--- src/rtl/pixel_sink.sv ---
// Pixel-plot sink: buffers (x, y, colour) strobes in a FIFO and issues one handshaked
// framebuffer write per pixel. Define PIXEL_SINK_CLIP_EN to drop off-grid pixels.
module pixel_sink #(
  parameter int unsigned FIFO_DEPTH = 4,
  parameter int unsigned WIDTH      = 160,
  parameter int unsigned HEIGHT     = 120,
  parameter int unsigned ADDR_W     = 15
) (
  input  logic              clk,
  input  logic              resetn,
  input  logic [7:0]        in_x,
  input  logic [6:0]        in_y,
  input  logic [2:0]        in_colour,
  input  logic              in_plot,
  output logic              in_ready,
  output logic [ADDR_W-1:0] mem_addr,
  output logic [2:0]        mem_data,
  output logic              mem_we,
  input  logic              mem_ack,
  output logic [15:0]       pixels_written,
  output logic              overflow
);

  localparam int unsigned PTR_W = (FIFO_DEPTH > 1) ? $clog2(FIFO_DEPTH) : 1;
  localparam int unsigned CNT_W = PTR_W + 1;

  typedef struct packed {
    logic [7:0] x;
    logic [6:0] y;
    logic [2:0] colour;
  } pixel_t;

  typedef enum logic [1:0] {
    IDLE  = 2'd0,
    ADDR  = 2'd1,
    WRITE = 2'd2
  } state_t;

  pixel_t             fifo_mem [FIFO_DEPTH];
  logic [CNT_W-1:0]   wr_ptr;
  logic [CNT_W-1:0]   rd_ptr;
  logic               fifo_empty;
  logic               fifo_full;
  logic               push;
  pixel_t             work;
  state_t             state_q;
  state_t             state_d;
  logic               pop_c;
  logic               load_c;
  logic               done_c;
  logic               clip_c;
  logic               in_range;
  logic [ADDR_W-1:0]  y_ext;
  logic [ADDR_W-1:0]  addr_calc;

  // Extra pointer bit distinguishes full from empty when the indices match.
  assign fifo_empty = (wr_ptr == rd_ptr);
  assign fifo_full  = (wr_ptr[PTR_W] != rd_ptr[PTR_W]) &&
                      (wr_ptr[PTR_W-1:0] == rd_ptr[PTR_W-1:0]);
  assign in_ready   = ~fifo_full;
  assign push       = in_plot & in_ready;

  always_ff @(posedge clk) begin
    if (push) begin
      fifo_mem[wr_ptr[PTR_W-1:0]] <= '{x: in_x, y: in_y, colour: in_colour};
    end
  end

  always_ff @(posedge clk or negedge resetn) begin
    if (!resetn) begin
      wr_ptr <= '0;
      rd_ptr <= '0;
    end else begin
      if (push)  wr_ptr <= wr_ptr + CNT_W'(1);
      if (pop_c) rd_ptr <= rd_ptr + CNT_W'(1);
    end
  end

  // A plot offered while full is lost; remember that until reset.
  always_ff @(posedge clk or negedge resetn) begin
    if (!resetn) begin
      overflow <= 1'b0;
    end else if (in_plot && !in_ready) begin
      overflow <= 1'b1;
    end
  end

  // y*160 + x as two shifts and an add, wrapped to the address width.
  assign y_ext     = ADDR_W'(work.y);
  assign addr_calc = (y_ext << 7) + (y_ext << 5) + ADDR_W'(work.x);
  assign in_range  = (32'(work.x) < WIDTH) && (32'(work.y) < HEIGHT);

`ifdef PIXEL_SINK_CLIP_EN
  assign clip_c = ~in_range;
`else
  logic unused_range;
  assign unused_range = in_range;
  assign clip_c       = 1'b0;
`endif

  always_ff @(posedge clk or negedge resetn) begin
    if (!resetn) begin
      state_q <= IDLE;
    end else begin
      state_q <= state_d;
    end
  end

  always_comb begin
    state_d = state_q;
    case (state_q)
      IDLE:    if (!fifo_empty) state_d = ADDR;
      ADDR:    state_d = clip_c ? IDLE : WRITE;
      WRITE:   if (mem_ack) state_d = IDLE;
      default: state_d = IDLE;
    endcase
  end

  always_comb begin
    pop_c  = 1'b0;
    load_c = 1'b0;
    done_c = 1'b0;
    case (state_q)
      IDLE:    pop_c  = !fifo_empty;
      ADDR:    load_c = !clip_c;
      WRITE:   done_c = mem_ack;
      default: ;
    endcase
  end

  // Working entry and registered memory-port outputs.
  always_ff @(posedge clk or negedge resetn) begin
    if (!resetn) begin
      work           <= '0;
      mem_addr       <= '0;
      mem_data       <= '0;
      mem_we         <= 1'b0;
      pixels_written <= '0;
    end else begin
      if (pop_c) work <= fifo_mem[rd_ptr[PTR_W-1:0]];
      if (load_c) begin
        mem_addr <= addr_calc;
        mem_data <= work.colour;
      end
      mem_we <= (state_d == WRITE);
      if (done_c) pixels_written <= pixels_written + 16'd1;
    end
  end

endmodule

--- config.mk ---
export PLATFORM = sky130hd
export DESIGN_NAME = pixel_sink
export DESIGN_NICKNAME = d
export VERILOG_FILES = /design/src/rtl/pixel_sink.sv
export SDC_FILE = /design/constraint.sdc
export NUM_CORES = 1
export LEC_CHECK = 0
export ABC_CLOCK_PERIOD_IN_PS = 6200
export BUFFER_PORTS_ARGS = -buffer_cell sky130_fd_sc_hd__buf_2
export CAP_MARGIN = 5
export CORE_ASPECT_RATIO = 1.25
export CORE_MARGIN = 2
export CORE_UTILIZATION = 60
export DETAILED_ROUTE_END_ITERATION = 10
export GPL_ROUTABILITY_DRIVEN = 0
export GPL_TIMING_DRIVEN = 0
export MAX_ROUTING_LAYER = met4
export PLACE_DENSITY = 0.81
export SYNTH_ARGS = -nofsm -noshare
export SYNTH_HDL_FRONTEND = slang
export SYNTH_SLANG_ARGS = --single-unit
--- constraint.sdc ---
create_clock -name clk -period 6.2 [get_ports clk]
set_input_delay 1.24 -clock clk [delete_from_list [all_inputs] [get_ports clk]]
set_output_delay 1.24 -clock clk [all_outputs]
set_load 0.01 [all_outputs]
### Yosys cells after proc, flatten, opt, wreduce, memory -nomap -nowiden

Memory sizes are Yosys's and may differ from the RTL's. A register that Yosys moved wholly into a read port is not among the register bits.
Cells that the tools add are included.

* $add $sub $neg: 5
* multiply operators: 0
* divide/modulo/power cells: 0
* $lt $le $gt $ge: 0
* equality and inequality tests: 6
* shifts and indexed selects: 0
* mux-type cells: 8
* bitwise logic cells: 2
* reduce and logical (&&, ||, !) cells: 5

Operators with widths (number)
* $add 16x1->16 const B: 1
* $add 14x12->15: 1
* $add 15x8->15: 1
* $add 3x1->3 const B: 2
* $pmux 2 s3: 1
* $mux 1: 5
* $eq 2x2->1 const B: 2
* $mux 2: 2
* $eq 3x3->1: 1
* $eq 2x1->1 const B: 1
* $eq 2x2->1: 1
* $logic_and 1x1->1: 2
* $logic_not 1->1: 2
* $logic_not 2->1: 1
* $and 1x1->1: 1
* $ne 1x1->1: 1
* $not 1->1: 1

* register bits: 44
* bits in latches: 0
* bits in writable memories: 72
* ROM bits: 0
* output and inout port bits: 37
* logic and storage cells: 35
* memories kept: 1

Memories
* fifo_mem: depth 4, bits a word 18, read ports 1, clocked after Yosys merged registers in 1, wr ports 1, line 39 `pixel_t fifo_mem [FIFO_DEPTH];`

### Longest topological paths before layout

* depth after elaboration: 6
* depth in mapped cells: 8

### Worst setup path after synthesis

No wires, ideal clock.

* path kind: flip-flop to flip-flop
* start point: reg work[3] (netlist name)
* end point: reg mem_addr[14]
* library setup time: 0.124 ns
* arrival time: 2.284 ns
* data required time: 6.076 ns
* slack: 3.792 ns
* stages on the path, launching flop included: 9
* path buffers: 0
* clock period less this slack: 2.408 ns
* cells stage by stage: dfrtp_1 inv_1 fa_1 inv_1 fa_1 a211oi_1 nor2_1 o31a_1 o31a_1

* cells in the longest elaborated chain, start to end: 2

RTL lines
* $add 14x12->15: line 90 `assign addr_calc = (y_ext << 7) + (y_ext << 5) + ADDR_W'(work.x);`
* $add 15x8->15: line 90
* end signal: assignment: line 142 `mem_addr <= addr_calc;`
* end: declaration: line 16 `output logic [ADDR_W-1:0] mem_addr,`

No other way between the ends.
A chain may end at the register's enable or synchronous reset.

### Worst setup path in the final report

* start point: reg wr_ptr[0]
* end point: out in_ready

* cells in the longest elaborated chain, start to end: 3

RTL lines
* start: declaration: line 40 `logic [CNT_W-1:0] wr_ptr;`
* start signal: assignment: line 74 `if (push) wr_ptr <= wr_ptr + CNT_W'(1);`
* $eq 2x2->1: line 59 `(wr_ptr[PTR_W-1:0] == rd_ptr[PTR_W-1:0]);`
* $logic_and 1x1->1: line 58 `assign fifo_full = (wr_ptr[PTR_W] != rd_ptr[PTR_W]) &&`
* $not 1->1: line 60 `assign in_ready = ~fifo_full;`
* end: declaration: line 15 `output logic in_ready,`

No other way between the ends.

==> impl_results.md <==
* NumNets Final at 449
* Worst vdd ir at around 0.34 mV
* Setup TNS at 0 ns
* Reg2reg end: mem_addr[14]$_DFFE_PN0N_
* Initial antenna violation count at 0
* Starting Density at 61.2%
* Clk Latency, worst-skew pair at about 0.41 ns
* Syn Inst Count at 328
* First-pass GRT wire length at about 16000 um
* Period utilization at a little under half
* Clock Skew at about 0.011 ns
* CP endpoint kind: output port
* Core Area at 9080 sq um
* Final Hold Viols at 0
* Pwr Total at approximately 3.6 mW
* CTS Hold Bufs at 0
* R2R Setup Slk at ~3.6 ns
* # IOs at 59
* Netlist Area Pre-Place at approximately 5600 sq um
* Worst slew pin tran at between 1 and 1.5 ns
* Pin count of the biggest net entering global routing at 34
* Synth Net Count at 371
* Row Count at 39
* CTS tree: built
* Synth unique cells at 41
* Worst setup SP type: flip-flop
* Ratio of cells with drive above 1 in the final layout at 34.1%
* Die area at roughly 10000 sq um
* Area growth from synthesis to layout at 17.7%
* DRC at 0
* Detail Route met2 WL at 5030 um
* Seq cells post-synth at between 100 and 150
* Hold crit path type: flip-flop to flip-flop
* Vias/cell at around 5.6
* Worst-path clk slew at roughly 0.05 ns
* Number of synthesis warnings at 0
* Post-Route WL at between 9000 and 10000 um
* Root Driver: clkbuf_16
* N_diodes at 0
* CP Max Fanout at 6
* Dpl hpwl at around 6200 um
* Die H at between 100 and 150 um
* Primary FF master, synth: edfxtp_1
* Commonest non-fill, non-tap cells in the layout: edfxtp_1 (72), dfrtp_1 (62), buf_2 (60)
* Asr flop ratio synth at a little under half
* Max-Cap Viols at 0
* Tot GR Track Use at a little over a fifth
* Sequential share of the synthesized area at between 60% and 70%
* Crit. Startpoint: wr_ptr[0]$_DFFE_PN0P_
* Required time of the worst setup path at 4.96 ns
* Post-CTS Resized at 0
* Htree depth at 4
* Most common cell after layout, fill and taps aside: edfxtp_1
* DRT Pass-1 Iters at 4
* Crit Path Class: flip-flop to output port
* Status: complete, no violations
* RSZ-0062 raised after global routing: no
* CTS Buffer Depth at 2
* Post-synth EDFFs at between 70 and 80
* Uppermost layer routed: met4
* Avg WL per Cell at ~17 um
* Setup crit end: in_ready
* Metal-1 WL at slightly below 4000 um
* Postcts setup bufs at 0
* Worst reg2reg path depth at 8
* # setup viols final at 0
* Maximum clock frequency at roughly 340 MHz
* Reg2Reg Launch Point: work[3]$_DFFE_PN0P_
* Port-buffer cells at 58
* Wire length on met3 at 319 um
* Slew margin rel. at 30.0%
* Antenna Violating Nets Remaining at 0
* Synth Area per Inst at 16.9 sq um
* CTS Buf Count at 17
* Vias at between 3000 and 4000
* Num Clock Sinks at ~130
* WHS Path Cells at 1
* Die X at 90.1 um
* Pwr per Cell Area at 557 nW/um^2
* Max Slew Vio Count at 0
* Initial DRC count at between 150 and 200
* Arr. time, crit path at roughly 1.7 ns
* Vias in the first global route at roughly 3100
* Pleak at between 2 and 3 nW
* Period minus WS final at 2.92 ns
* Grt total ovfl at 0
==> routing by layer <==
layer | track usage, % | up-vias
met5 | - | -
met4 | 8.92 | 0
met3 | 5.95 | 13
met2 | 35.5 | 68
met1 | 25.1 | 1524
li1 | - | 1412
==> registers in the layout, indices dropped and copies added, names as in the netlist <==
register,count
fifo_mem,72
work,18
pixels_written,16
mem_addr,15
mem_data,3
rd_ptr,3
wr_ptr,3
state_q,2
mem_we,1
overflow,1
==> metrics by stage <==
step / instances / setup WS (ns) / util [%] / instance area [sq um] / hold WS, ns
2_1_floorplan: 328 / 3.79 / - / 5560 / 0.477
3_3_place_gp: 509 / 3.58 / 66.1 / 6000 / 0.457
3_5_place_dp: 510 / 3.55 / 66.4 / 6020 / 0.458
4_1_cts: 542 / 3.27 / 72.1 / 6540 / 0.469
5_1_grt: 542 / 3.20 / 72.1 / 6540 / 0.478
6_report: 542 / 3.28 / 72.1 / 6540 / 0.461
==> power by group <==
group | leakage [nW] | switching [mW] | total [mW] | internal [mW]
combinational | 0.988 | 0.698 | 1.37 | 0.676
sequential | 1.42 | 0.158 | 1.40 | 1.25
clock | 0.238 | 0.360 | 0.863 | 0.503
total | 2.65 | 1.22 | 3.64 | 2.42
==> worst min-delay path by stage <==
stage	start	end	slack [ns]
after CTS	pixels_written[15]$_DFFE_PN0P_	pixels_written[15]$_DFFE_PN0P_	0.47
after detailed placement	pixels_written[15]$_DFFE_PN0P_	pixels_written[15]$_DFFE_PN0P_	0.46
final	overflow$_DFFE_PN0P_	overflow$_DFFE_PN0P_	0.46
after floorplan	work[0]$_DFFE_PN0P_	work[0]$_DFFE_PN0P_	0.48
after global routing	pixels_written[15]$_DFFE_PN0P_	pixels_written[15]$_DFFE_PN0P_	0.48
after global placement	overflow$_DFFE_PN0P_	overflow$_DFFE_PN0P_	0.46
==> cells by family after synthesis <==
logic type      after synthesis  synth area share, %
flops                       134                 66.8
simple gates                 52                 5.18
mux                          49                 13.5
compound gates               29                 3.87
xor+xnor                     25                 3.94
fa+ha+maj                    21                 5.00
buf+inv                      18                 1.67
==> area by class of cell <==
type | count | area [sq um]
flip-flops and latches | 134 | 3710
clock inverters | 14 | 88.8
multi-input cells | 176 | 1750
well taps | 123 | 154
plain buffers | 9 | 58.8
inverters | 9 | 33.8
clock buffers | 18 | 429
repair buffers | 59 | 310
fillers | 597 | 2530
==> critical path: stages (launching register included) <==
cell and delay [ns]:
dfrtp_1 0.45, xnor2_1 0.38, nand3_1 0.24, buf_2 0.20
==> cell usage after synthesis (3+ instances only) <==
master	count	area, sq um
o21ai_0	10	50.1
nand3_1	5	25.0
inv_1	9	33.8
a211oi_1	5	37.5
nand2_1	15	56.3
edfxtp_1	72	2160
mux2_2	30	338
and3_1	5	31.3
dfrtp_1	62	1550
nor3b_1	3	22.5
xor2_1	8	70.1
mux4_2	18	405
nand4_1	5	31.3
ha_1	19	238
xnor2_1	17	149
nor2_1	5	18.8
nand2b_1	3	18.8
No activity file was read; power rests on OpenSTA's default activity.
